--- config.mk ---
export PLATFORM = sky130hd
export DESIGN_NAME = change_dispenser
export DESIGN_NICKNAME = d
export VERILOG_FILES = /design/src/rtl/change_dispenser.sv
export SDC_FILE = /design/constraint.sdc
export NUM_CORES = 1
export LEC_CHECK = 0
export BUFFER_PORTS_ARGS = -buffer_cell sky130_fd_sc_hd__buf_2
export CAP_MARGIN = 20
export CORE_AREA = 2 2 77 79
export CTS_BUF_LIST = sky130_fd_sc_hd__clkbuf_2 sky130_fd_sc_hd__clkbuf_4 sky130_fd_sc_hd__clkbuf_8
export DETAILED_ROUTE_END_ITERATION = 16
export DIE_AREA = 0 0 79 81
export SYNTH_ARGS = -nofsm -noshare
export SYNTH_HDL_FRONTEND = slang
export SYNTH_SLANG_ARGS = --single-unit
--- constraint.sdc ---
create_clock -name clk -period 4.1 [get_ports clk]
set_clock_uncertainty 0.2 [all_clocks]
set_input_delay 1.025 -clock clk [delete_from_list [all_inputs] [get_ports clk]]
set_output_delay 1.025 -clock clk [all_outputs]
set_load 0.05 [all_outputs]
--- src/rtl/change_dispenser.sv ---
// Coin-change dispenser: pays an amount as 10-unit then 5-unit coin strobes.
// Optional hopper stock tracking and refill enabled by defining CHANGE_INV_EN.
module change_dispenser #(
  parameter int AMT_W     = 11,
  parameter int CNT_W     = 8,
  parameter int PULSE_GAP = 2,
  parameter int INIT_FIVE = 20,
  parameter int INIT_TEN  = 20
) (
  input  logic             clk,
  input  logic             reset_n,
  input  logic             req,
  input  logic [AMT_W-1:0] amount,
  output logic             ready,
  output logic             ten_pulse,
  output logic             five_pulse,
  output logic             done,
  output logic             short,
  output logic [AMT_W-1:0] remain,
  input  logic             refill_ten,
  input  logic             refill_five,
  output logic [CNT_W-1:0] ten_cnt,
  output logic [CNT_W-1:0] five_cnt
);

  localparam logic [2:0] S_IDLE = 3'd0;
  localparam logic [2:0] S_TEN  = 3'd1;
  localparam logic [2:0] S_FIVE = 3'd2;
  localparam logic [2:0] S_GAP  = 3'd3;
  localparam logic [2:0] S_DONE = 3'd4;

  localparam logic [AMT_W-1:0] TEN_AMT  = AMT_W'(10);
  localparam logic [AMT_W-1:0] FIVE_AMT = AMT_W'(5);
  localparam logic [3:0]       GAP_LAST = (PULSE_GAP == 0) ? 4'd0 : 4'(PULSE_GAP - 1);
  localparam logic [CNT_W-1:0] CNT_MAX  = {CNT_W{1'b1}};

  logic [2:0]       state, state_next;
  logic [AMT_W-1:0] rem, rem_next;
  logic             ret_five, ret_five_next;
  logic [3:0]       gap_cnt, gap_cnt_next;
  logic [AMT_W-1:0] remain_next;
  logic             short_next;
  logic             ten_dec, five_dec;
  logic [CNT_W-1:0] ten_cnt_next, five_cnt_next;
  logic             ten_ok_next, five_ok_next;
  logic             ten_pulse_next, five_pulse_next;

  always_comb begin
    state_next    = state;
    rem_next      = rem;
    ret_five_next = ret_five;
    gap_cnt_next  = gap_cnt;
    remain_next   = remain;
    short_next    = short;
    ten_dec       = 1'b0;
    five_dec      = 1'b0;
    case (state)
      S_IDLE: begin
        if (req && ready) begin
          rem_next   = amount;
          state_next = S_TEN;
        end
      end
      // The strobe flop already holds this cycle's dispense decision.
      S_TEN: begin
        if (ten_pulse) begin
          rem_next      = rem - TEN_AMT;
          ten_dec       = 1'b1;
          ret_five_next = 1'b0;
          gap_cnt_next  = 4'd0;
          state_next    = (PULSE_GAP == 0) ? S_TEN : S_GAP;
        end else begin
          state_next = S_FIVE;
        end
      end
      S_FIVE: begin
        if (five_pulse) begin
          rem_next      = rem - FIVE_AMT;
          five_dec      = 1'b1;
          ret_five_next = 1'b1;
          gap_cnt_next  = 4'd0;
          state_next    = (PULSE_GAP == 0) ? S_FIVE : S_GAP;
        end else begin
          remain_next = rem;
          short_next  = (rem != '0);
          state_next  = S_DONE;
        end
      end
      S_GAP: begin
        if (gap_cnt == GAP_LAST) begin
          state_next = ret_five ? S_FIVE : S_TEN;
        end else begin
          gap_cnt_next = gap_cnt + 4'd1;
        end
      end
      S_DONE:  state_next = S_IDLE;
      default: state_next = S_IDLE;
    endcase
  end

`ifdef CHANGE_INV_EN
  // Simultaneous refill and dispense cancel out.
  always_comb begin
    ten_cnt_next = ten_cnt;
    case ({refill_ten, ten_dec})
      2'b10:   ten_cnt_next = (ten_cnt == CNT_MAX) ? ten_cnt : ten_cnt + 1'b1;
      2'b01:   ten_cnt_next = ten_cnt - 1'b1;
      default: ten_cnt_next = ten_cnt;
    endcase
    five_cnt_next = five_cnt;
    case ({refill_five, five_dec})
      2'b10:   five_cnt_next = (five_cnt == CNT_MAX) ? five_cnt : five_cnt + 1'b1;
      2'b01:   five_cnt_next = five_cnt - 1'b1;
      default: five_cnt_next = five_cnt;
    endcase
  end
  assign ten_ok_next  = (ten_cnt_next != '0);
  assign five_ok_next = (five_cnt_next != '0);
`else
  assign ten_cnt_next  = ten_cnt;
  assign five_cnt_next = five_cnt;
  assign ten_ok_next   = 1'b1;
  assign five_ok_next  = 1'b1;
  wire unused_inv = &{1'b0, refill_ten, refill_five, ten_dec, five_dec};
`endif

  // Strobes are decided one edge early so they leave straight from flops.
  assign ten_pulse_next  = (state_next == S_TEN) && (rem_next >= TEN_AMT) && ten_ok_next;
  assign five_pulse_next = (state_next == S_FIVE) && (rem_next >= FIVE_AMT) && five_ok_next;

  always_ff @(posedge clk or negedge reset_n) begin
    if (!reset_n) begin
      state      <= S_IDLE;
      rem        <= '0;
      ret_five   <= 1'b0;
      gap_cnt    <= 4'd0;
      ready      <= 1'b1;
      ten_pulse  <= 1'b0;
      five_pulse <= 1'b0;
      done       <= 1'b0;
      short      <= 1'b0;
      remain     <= '0;
      ten_cnt    <= CNT_W'(INIT_TEN);
      five_cnt   <= CNT_W'(INIT_FIVE);
    end else begin
      state      <= state_next;
      rem        <= rem_next;
      ret_five   <= ret_five_next;
      gap_cnt    <= gap_cnt_next;
      ready      <= (state_next == S_IDLE);
      ten_pulse  <= ten_pulse_next;
      five_pulse <= five_pulse_next;
      done       <= (state_next == S_DONE);
      short      <= short_next;
      remain     <= remain_next;
      ten_cnt    <= ten_cnt_next;
      five_cnt   <= five_cnt_next;
    end
  end

endmodule

# Word level (Yosys, flattened, before mapping)
# Index checks and enable logic that the tools add are counted.
classes:
  mux: 17
  order_cmp: 2
  eq_ne: 10
  bitwise_logic: 1
  n_reduce_logical: 11
  add_sub_neg: 3
op_table:
  columns: ["cell", "n"]
  rows:
  - ["11-bit two-way mux", 3]
  - ["11-bit case mux with 3 select lines", 1]
  - ["4-bit two-way mux", 3]
  - ["3-bit case mux with 4 select lines", 1]
  - ["4-bit case mux with 3 select lines", 1]
  - ["11-bit by 3-bit greater-or-equal comparator with 1-bit output, second input constant", 1]
  - ["11-bit by 4-bit greater-or-equal comparator with 1-bit output, second input constant", 1]
  - ["11-bit nonzero test", 1]
  - ["11-bit by 3-bit subtractor with 11-bit output, second input constant", 1]
  - ["11-bit by 4-bit subtractor with 11-bit output, second input constant", 1]
  - ["3-bit by 2-bit equality test with 1-bit output, second input constant", 3]
  - ["3-bit two-way mux", 3]
  - ["3-bit by 1-bit equality test with 1-bit output, second input constant", 2]
  - ["3-bit logical NOT", 2]
  - ["2-bit inequality test, second input constant", 3]
  - ["4-bit by 1-bit adder with 4-bit output, second input constant", 1]
  - ["4-bit by 1-bit equality test with 1-bit output, second input constant", 1]
  - ["4-bit AND reduction", 1]
  - ["3-bit equality test, second input constant", 1]
  - ["1-bit logical AND", 3]
  - ["1-bit two-way mux", 3]
  - ["3-bit AND reduction", 1]
  - ["3-bit nonzero test", 1]
  - ["2-bit two-way mux", 1]
  - ["other kinds (4)", 4]
word_totals:
  elab_cells: 54
  in_bits: 16
  regBits: 35

# Longest topological paths before layout
# Gate-level depths: netlist of the first run.
logic_depth:
  depth_word: 5
  ltp_mapped: 9
  depth_no_buf: 9

# Worst setup path after synthesis of the first run
# No wires, ideal clock.
synth_path:
  kind: "input -> register"
  startpoint: "in req"
  endpoint: "reg ten_pulse"
  t_arrival_ns: 2.323
  path_buffers: 1
  path_stages: 8
  setup_ns: 0.142
  required_ns: 3.758
  setup_slack_ns: 1.435
  cell_sequence: "and3b_1 -> and2_1 -> clkbuf_1 -> a32o_1 -> a21oi_1 -> o21ai_0 -> nor4_2 -> a311oi_1"
synth_between:
  elab_chain_cells: 5
  elab_cells_between_ends: 8
synth_lines:
  columns: ["item", "line", "rtl"]
  rows:
  - ["from (decl)", "12", "input logic req,"]
  - ["1-bit logical AND", "59", "if (req && ready) begin"]
  - ["11-bit two-way mux", "59", null]
  - ["11-bit case mux with 3 select lines", "57", "case (state)"]
  - ["named net rem_next[8]", "38", "logic [AMT_W-1:0] rem, rem_next;"]
  - ["11-bit by 4-bit greater-or-equal comparator with 1-bit output", "128", "assign ten_pulse_next = (state_next == S_TEN) && (rem_next >= TEN_AMT) && ten_ok_next;"]
  - ["1-bit logical AND", "128", null]
  - ["named net ten_pulse_next", "46", "logic ten_pulse_next, five_pulse_next;"]
  - ["to (signal assigned)", "151", "ten_pulse <= ten_pulse_next;"]
  - ["to (decl)", "15", "output logic ten_pulse,"]
# The timed path passes the listed nets, and every way through them passes these cells.
# A chain may end at the register's enable or synchronous reset.

# Worst setup path in the final report of the first run
layout_path:
  startpoint: "reg rem[1]"
  endpoint: "reg ten_pulse"
layout_between:
  elab_chain_cells: 5
  elab_cells_between_ends: 8
layout_lines:
  columns: ["item", "line", "rtl"]
  rows:
  - ["from (decl)", "38", null]
  - ["from (signal assigned)", "147", "rem <= rem_next;"]
  - ["11-bit by 3-bit subtractor with 11-bit output / 11-bit by 4-bit subtractor with 11-bit output (equally long branches)", "78, 67", null]
  - ["11-bit two-way mux (on tied branches)", "77, 66", null]
  - ["11-bit case mux with 3 select lines *", "57", null]
  - ["named net rem_next[9]", "38", null]
  - ["11-bit by 4-bit greater-or-equal comparator with 1-bit output *", "128", null]
  - ["1-bit logical AND *", "128", null]
  - ["named net ten_pulse_next", "46", null]
# The timed path passes the listed nets; every way through them passes the cells marked *.

==> results of run 1 <==
-- critical path, stage by stage, from the launching register on --
cell,delay (ns)
dfrtp_1,0.45
inv_1,0.11
ha_1,0.20
a21oi_1,0.27
nand2_1,0.22
nor3_1,0.18
nor2_1,0.07
or4_4,0.56
nor4_2,0.39
a311oi_1,0.14
-- cell type report --
cell class	instances	share of cell area [%]
multi-input cells	172	46.5
flip-flops and latches	35	37.0
repair buffers	30	6.43
clock buffers	8	4.38
well taps	75	3.96
inverters	11	1.74
-- state kept, by name, summed over array words and instances (netlist names) --
register / cells
remain: 11
done: 1
short: 1
rem: 11
ten_pulse: 1
ready: 1
state: 3
ret_five: 1
five_pulse: 1
gap_cnt: 4
-- metrics by stage --
stage               worst slack [ns]  instances
floorplan                       1.44        243
global placement                1.04        323
detailed placement              1.02        323
CTS                             1.18        331
global route                   0.875        331
finish                          1.16        331
-- cells by family (layout without fill, tap and decap cells) --
kind of cell	Yosys count	count (layout)
adders and majority gates	6	6
AOI/OAI and AO/OA	48	48
other	2	16
buffers and inverters	36	49
DFF	35	35
muxes	15	15
and+or+nand+nor	86	86
xor gates and xnor gates	1	1
-- final timing paths --
path                            startpoint        end  cells after the start
worst max-delay path                rem[1]  ten_pulse                      9
worst min-delay path              ret_five   ret_five                      2
worst max register to register      rem[1]  ten_pulse                      9
worst min register to register    ret_five   ret_five                      2
max in group asynchronous          reset_n     rem[1]                      1
min in group asynchronous          reset_n  remain[6]                      1
-- cell usage after synthesis, drive strengths merged (2+ instances only) --
master	number
conb	2
o22ai	3
nand2b	3
nor3b	3
a22oi	2
nand2	21
inv	11
a21oi	9
o211ai	3
o211a	2
mux2i	3
nand4	2
and3b	2
nor2	21
nor2b	3
nand3	8
o21ai	9
nor4	3
buf	18
a21o	2
clkbuf	7
o21a	4
mux2	12
ha	6
a31oi	3
nor3	9
nand3b	4
dfrtp	34
-- metal layers --
metal	GRT usage, %	share of wire [%]
met3	3.56	4.4
met2	24.7	46
met4	5.86	1.4
met5	0	0
met1	21.6	48
-- power breakdown --
group          switching (W)  leakage, nW  internal (W)
Sequential                 0        0.439      0.000345
Clock               0.000122       0.0549      0.000160
Combinational      0.0000404        0.671    0.00000439
==> results.py, run 1 <==
metrics = {
    "timing": {
        "worstMarginPinSlew_ns": 0.783,
        "finalSetupTns_ns": 0,
        "finalCritPeriodShare_pct": 71.7,
        "finalSetupViolations": 0,
        "period_minus_slack_ns": 2.94,
        "hold_viol_final": 0,
        "holdWs_ns": 0.302,
        "relSlewSlack_pct": 47.8,
        "rsz0062_at_grt": "no",
        "maxSlewViolCount": 0,
        "fmax_mhz": 340,
    },
    "grt": {
        "grt_pass1_vias": 1664,
        "grt_max_degree": 36,
        "grt_overflow": 0,
        "grt_pass1_wl_um": 7910,
        "antenna_found_initial": 0,
        "grt_usage_pct": 15.8,
    },
    "clock_network": {
        "cts_htree_levels": 2,
        "cts_tree": "done",
        "cts.sinks": 35,
        "cts_resized": 0,
        "post_cts_buffers": 0,
        "clockBufferDepth": 2,
        "numCtsBuffers": 5,
        "clk_latency_ns": 0.29,
        "cts-root-buf": "clkbuf_8",
        "cts.clk_slew.worst_paths_ns": 0.07,
        "cts_hold_buf": 0,
    },
    "routing": {
        "routedWlPerCell_um": 14.3,
        "routed_wl_um": 4740,
        "drt-vias-per-instance": 5.13,
        "drt_iter0_drc": 96,
        "dr.pass1.iters": 4,
        "postRouteAntennaNets": 0,
        "drc_errors": 0,
        "vias": 1699,
    },
    "synth": {
        "synth_top_family_by_area": "simple AND/OR/NAND/NOR gates",
        "synth_cells": 229,
        "synthXorXnorAreaFrac_pct": 0.411,
        "yosysWarningCount": 0,
        "synthTopCellsByArea": "dfrtp_1, mux2_2, buf_4",
        "async_flop_share_pct": 100,
        "synth_fa_ha_area_share_pct": 3.52,
        "ys.flop_type": "dfrtp_1",
        "synthSimpleGateAreaFrac_pct": 21.9,
        "synth_top_cell_by_area": "dfrtp_1",
        "synth_cell_types": 54,
        "avgSynthCellArea_um2": 9.31,
        "synth_top_cell_area_share_pct": 39.9,
        "synth-compound-area-share_pct": 15.4,
        "ys_ff_latch": 35,
        "synthMuxAreaShare_pct": 7.75,
        "synth_edf_count": 0,
        "ys_seq_area_share_pct": 41.1,
        "syn_area_um2": 2130,
    },
    "run_status": {
        "outcome": "completed",
    },
    "place": {
        "dp_hpwl_um": 3430,
        "io_buffers": 29,
        "place.gp.congestion": 0.798,
        "postPlaceCellArea_um2": 2270,
    },
    "hold_path": {
        "min_path_type": "flip-flop to flip-flop",
    },
    "floorplan": {
        "start_util_pct": 37.6,
        "die_y_um": 81,
        "core-area_um2": 5680,
        "die_area_um2": 6400,
        "fp.dieW_um": 79,
        "rows": 28,
        "ios": 48,
    },
    "finish": {
        "layout_common_cells": "dfrtp_1, buf_2, nor2_1, nand2_1, conb_1",
        "fin_area_um2": 2370,
        "final_util_pct": 41.8,
        "diodes": 0,
        "fill_cells": 591,
        "mostFrequentLayoutCell": "dfrtp_1",
        "layout.nets": 277,
        "synthToLayoutAreaGrowth_pct": 11.3,
        "drive_gt1_share_pct": 21.9,
        "multi_input_area_um2": 1100,
        "seq_area_um2": 877,
    },
    "flow_run": {
        "cap_violations": 0,
    },
    "critical_path": {
        "critPathKind": "flip-flop to flip-flop",
        "required_ns": 4.05,
        "end_kind": "flip-flop",
        "crit_path_max_fanout": 6,
        "r2r_slack_ns": 1.16,
        "cp-start-kind": "flip-flop",
        "arrival_ns": 2.89,
    },
    "pwr": {
        "total_power_w": 0.000672,
        "leakagePower_nw": 1.17,
        "vdd.ir_drop.worst_mv": 0.234,
        "powerDensity_nw_per_um2": 283,
    },
}
Power figures use the tool's default switching activity.
==> run 2: changes to the inputs <==
==> constraint.sdc (replaced) <==
create_clock -name clk -period 2.4 [get_ports clk]
set_clock_uncertainty 0.2 [all_clocks]
set_input_delay 0.6 -clock clk [delete_from_list [all_inputs] [get_ports clk]]
set_output_delay 0.6 -clock clk [all_outputs]
set_load 0.05 [all_outputs]
==> run 2 against run 1 <==
Net effect: the flow now finishes with violations (setup timing); first-iteration DRC count increased by 20%; power is 66% higher; core utilization is 7.7 points higher; combinational power is 76% higher; via count grew 10%; clock-buffer cell count fell by 1; worst hold slack worse by 0.21 ns.
==> results.py, run 2 (synthesis gave the netlist of run 1 again) <==
metrics = {
    "run_status": {
        "outcome": "complete, but fails checks",
        "violations": "setup timing",
    },
    "pwr": {
        "cellInternalPower_w": 0.000842,
        "vdd.ir_drop.worst_mv": 0.310,
        "sequentialPowerShare_pct": 52.8,
        "p_comb_share_pct": 7.1,
        "power_switching_share_pct": 24.6,
        "powerDensity_nw_per_um2": 397,
        "p_switching_w": 0.000274,
        "leakagePower_nw": 1.41,
        "p_clk_share_pct": 40.1,
    },
    "critical_path": {
        "cp-start-kind": "flip-flop",
        "crit_start": "rem[1]",
        "reg2reg_from": "rem[1]",
        "critPathKind": "flip-flop to flip-flop",
        "arrival_ns": 2.38,
        "required_ns": 2.34,
        "end_kind": "flip-flop",
        "crit_path_max_fanout": 4,
    },
    "finish": {
        "final_cells": 378,
        "synthToLayoutAreaGrowth_pct": 31.9,
        "top_regs": "rem (11), remain (11), gap_cnt (4)",
        "fill_cells": 540,
        "fin_area_um2": 2810,
        "drive_gt1_share_pct": 38.3,
        "mostFrequentLayoutCell": "buf_4",
        "layout.nets": 324,
        "diodes": 0,
        "layout_common_cells": "buf_4, dfrtp_1, buf_2",
    },
    "timing": {
        "maxSlewViolCount": 0,
        "finalSetupTns_ns": -0.0395,
        "fmax_mhz": 410,
        "finalCritPeriodShare_pct": 102,
        "hold_viol_final": 0,
        "period_minus_slack_ns": 2.44,
        "worstMarginPinSlew_ns": 0.545,
        "relSlewSlack_pct": 63.7,
        "finalWorstSetupSlack_ns": -0.0395,
        "finalSetupViolations": 1,
        "rsz0062_at_grt": "yes",
    },
    "floorplan": {
        "rows": 28,
        "fp.dieW_um": 79,
        "start_util_pct": 37.6,
        "die_area_um2": 6400,
        "die_y_um": 81,
        "ios": 48,
        "core-area_um2": 5680,
    },
    "clock_network": {
        "cts-root-buf": "clkbuf_8",
        "cts_htree_levels": 2,
        "clockBufferDepth": 2,
        "cts_tree": "done",
        "clk_latency_ns": 0.28,
        "cts.clk_slew.worst_paths_ns": 0.07,
        "numCtsBuffers": 5,
        "cts.sinks": 35,
    },
    "place": {
        "io_buffers": 29,
        "dp_hpwl_um": 3870,
        "pre_cts_slack_ns": -0.175,
        "postPlaceCellArea_um2": 2630,
        "dp.cells": 365,
        "place.gp.congestion": 0.857,
    },
    "routing": {
        "dr.pass1.iters": 4,
        "routed_wl_um": 5060,
        "drt-vias-per-instance": 4.95,
        "drt_iter0_drc": 115,
        "vias": 1872,
        "drc_errors": 0,
        "routedWlPerCell_um": 13.4,
        "postRouteAntennaNets": 0,
    },
    "grt": {
        "grt_pass1_vias": 1787,
        "grt_usage_pct": 17.2,
        "grt_overflow": 0,
        "antenna_found_initial": 0,
        "grt_pass1_wl_um": 8470,
        "grt_max_degree": 24,
    },
    "hold_path": {
        "min_path_type": "primary input to asynchronous set/reset pin",
    },
    "flow_run": {
        "cap_violations": 0,
    },
}
==> run 2: cell types whose count changed in the layout (fill, tap and decap cells not counted), moves of 2 or more <==
cell | before | now
dfrtp_1 | 34 | 32
dfrtp_2 | 0 | 2
nor3_1 | 8 | 6
a21oi_1 | 9 | 7
inv_2 | 0 | 2
ha_1 | 6 | 4
buf_4 | 1 | 47
nor3_2 | 0 | 2
inv_1 | 11 | 9
==> run 2: power groups by stage <==
| stage | Combinational, W | Sequential [W] | Clock (W) |
|---|---|---|---|
| 4_1_cts | 0.0000802 | 0.000589 | 0.000466 |
| 6_report | 0.0000790 | 0.000590 | 0.000447 |
| 2_1_floorplan | 0.0000747 | 0.000601 | 0 |
| 5_1_grt | 0.0000853 | 0.000589 | 0.000494 |
| 3_5_place_dp | 0.0000801 | 0.000601 | 0 |
| 3_3_place_gp | 0.0000798 | 0.000601 | 0 |
==> run 2: metrics by stage <==
step                      total power [W]  util [%]  hold slack, ns
after detailed placement         0.000681      46.3           0.290
after CTS                         0.00114      48.9           0.101
after floorplan                  0.000676         -           0.104
after global routing              0.00117      49.5           0.126
final                             0.00112      49.5          0.0911
after global placement           0.000681      46.3           0.285
==> run 2: layout make-up <==
| type | instances | area, um2 | area share, % |
|---|---|---|---|
| clock inverters | 1 | 5.00 | 0.178 |
| repair buffers | 77 | 518 | 18.4 |
| flip-flops and latches | 35 | 880 | 31.3 |
| inverters | 11 | 41.3 | 1.47 |
| multi-input cells | 172 | 1180 | 42.1 |
| clock buffers | 7 | 90.1 | 3.20 |
| well taps | 75 | 93.8 | 3.34 |
==> run 2: what timing repair did <==
| item | in CTS | in global routing |
|---|---|---|
| hold buffers | 0 | 0 |
| pin swaps | 2 | 2 |
| endpoints found under the setup margin | 2 | 2 |
| buffers inserted | 5 | 0 |
| resized for setup | 3 | 8 |
==> run 2: metal layers <==
| layer | track usage (%) | wire length [um] | share of wire (%) | vias up |
|---|---|---|---|---|
| li1 | - | - | - | 939 |
| met1 | 22.7 | 2330 | 46 | 886 |
| met2 | 28.1 | 2420 | 48 | 43 |
| met3 | 3.56 | 261 | 5.2 | 4 |
| met4 | 6.55 | 51 | 1.0 | 0 |
| met5 | 0 | 0 | 0 | - |
==> run 2: path summary, 6_finish.rpt <==
path,slack (ns),cells past startpoint,to
max,-0.04,9,ten_pulse
min,0.09,1,gap_cnt[3]
max reg2reg,-0.04,9,ten_pulse
min reg2reg,0.30,1,remain[9]
max in group asynchronous,1.39,2,remain[8]
min in group clk,0.30,1,remain[9]
==> run 2: critical path, stage by stage, from the launching register on <==
cell and delay (ns):
dfrtp_1 0.39, inv_2 0.08, ha_2 0.20, a21oi_4 0.19, nand2_4 0.08, nor3_2 0.10, nor2_1 0.06, or4_4 0.56
nor4_4 0.26, a311oi_1 0.15
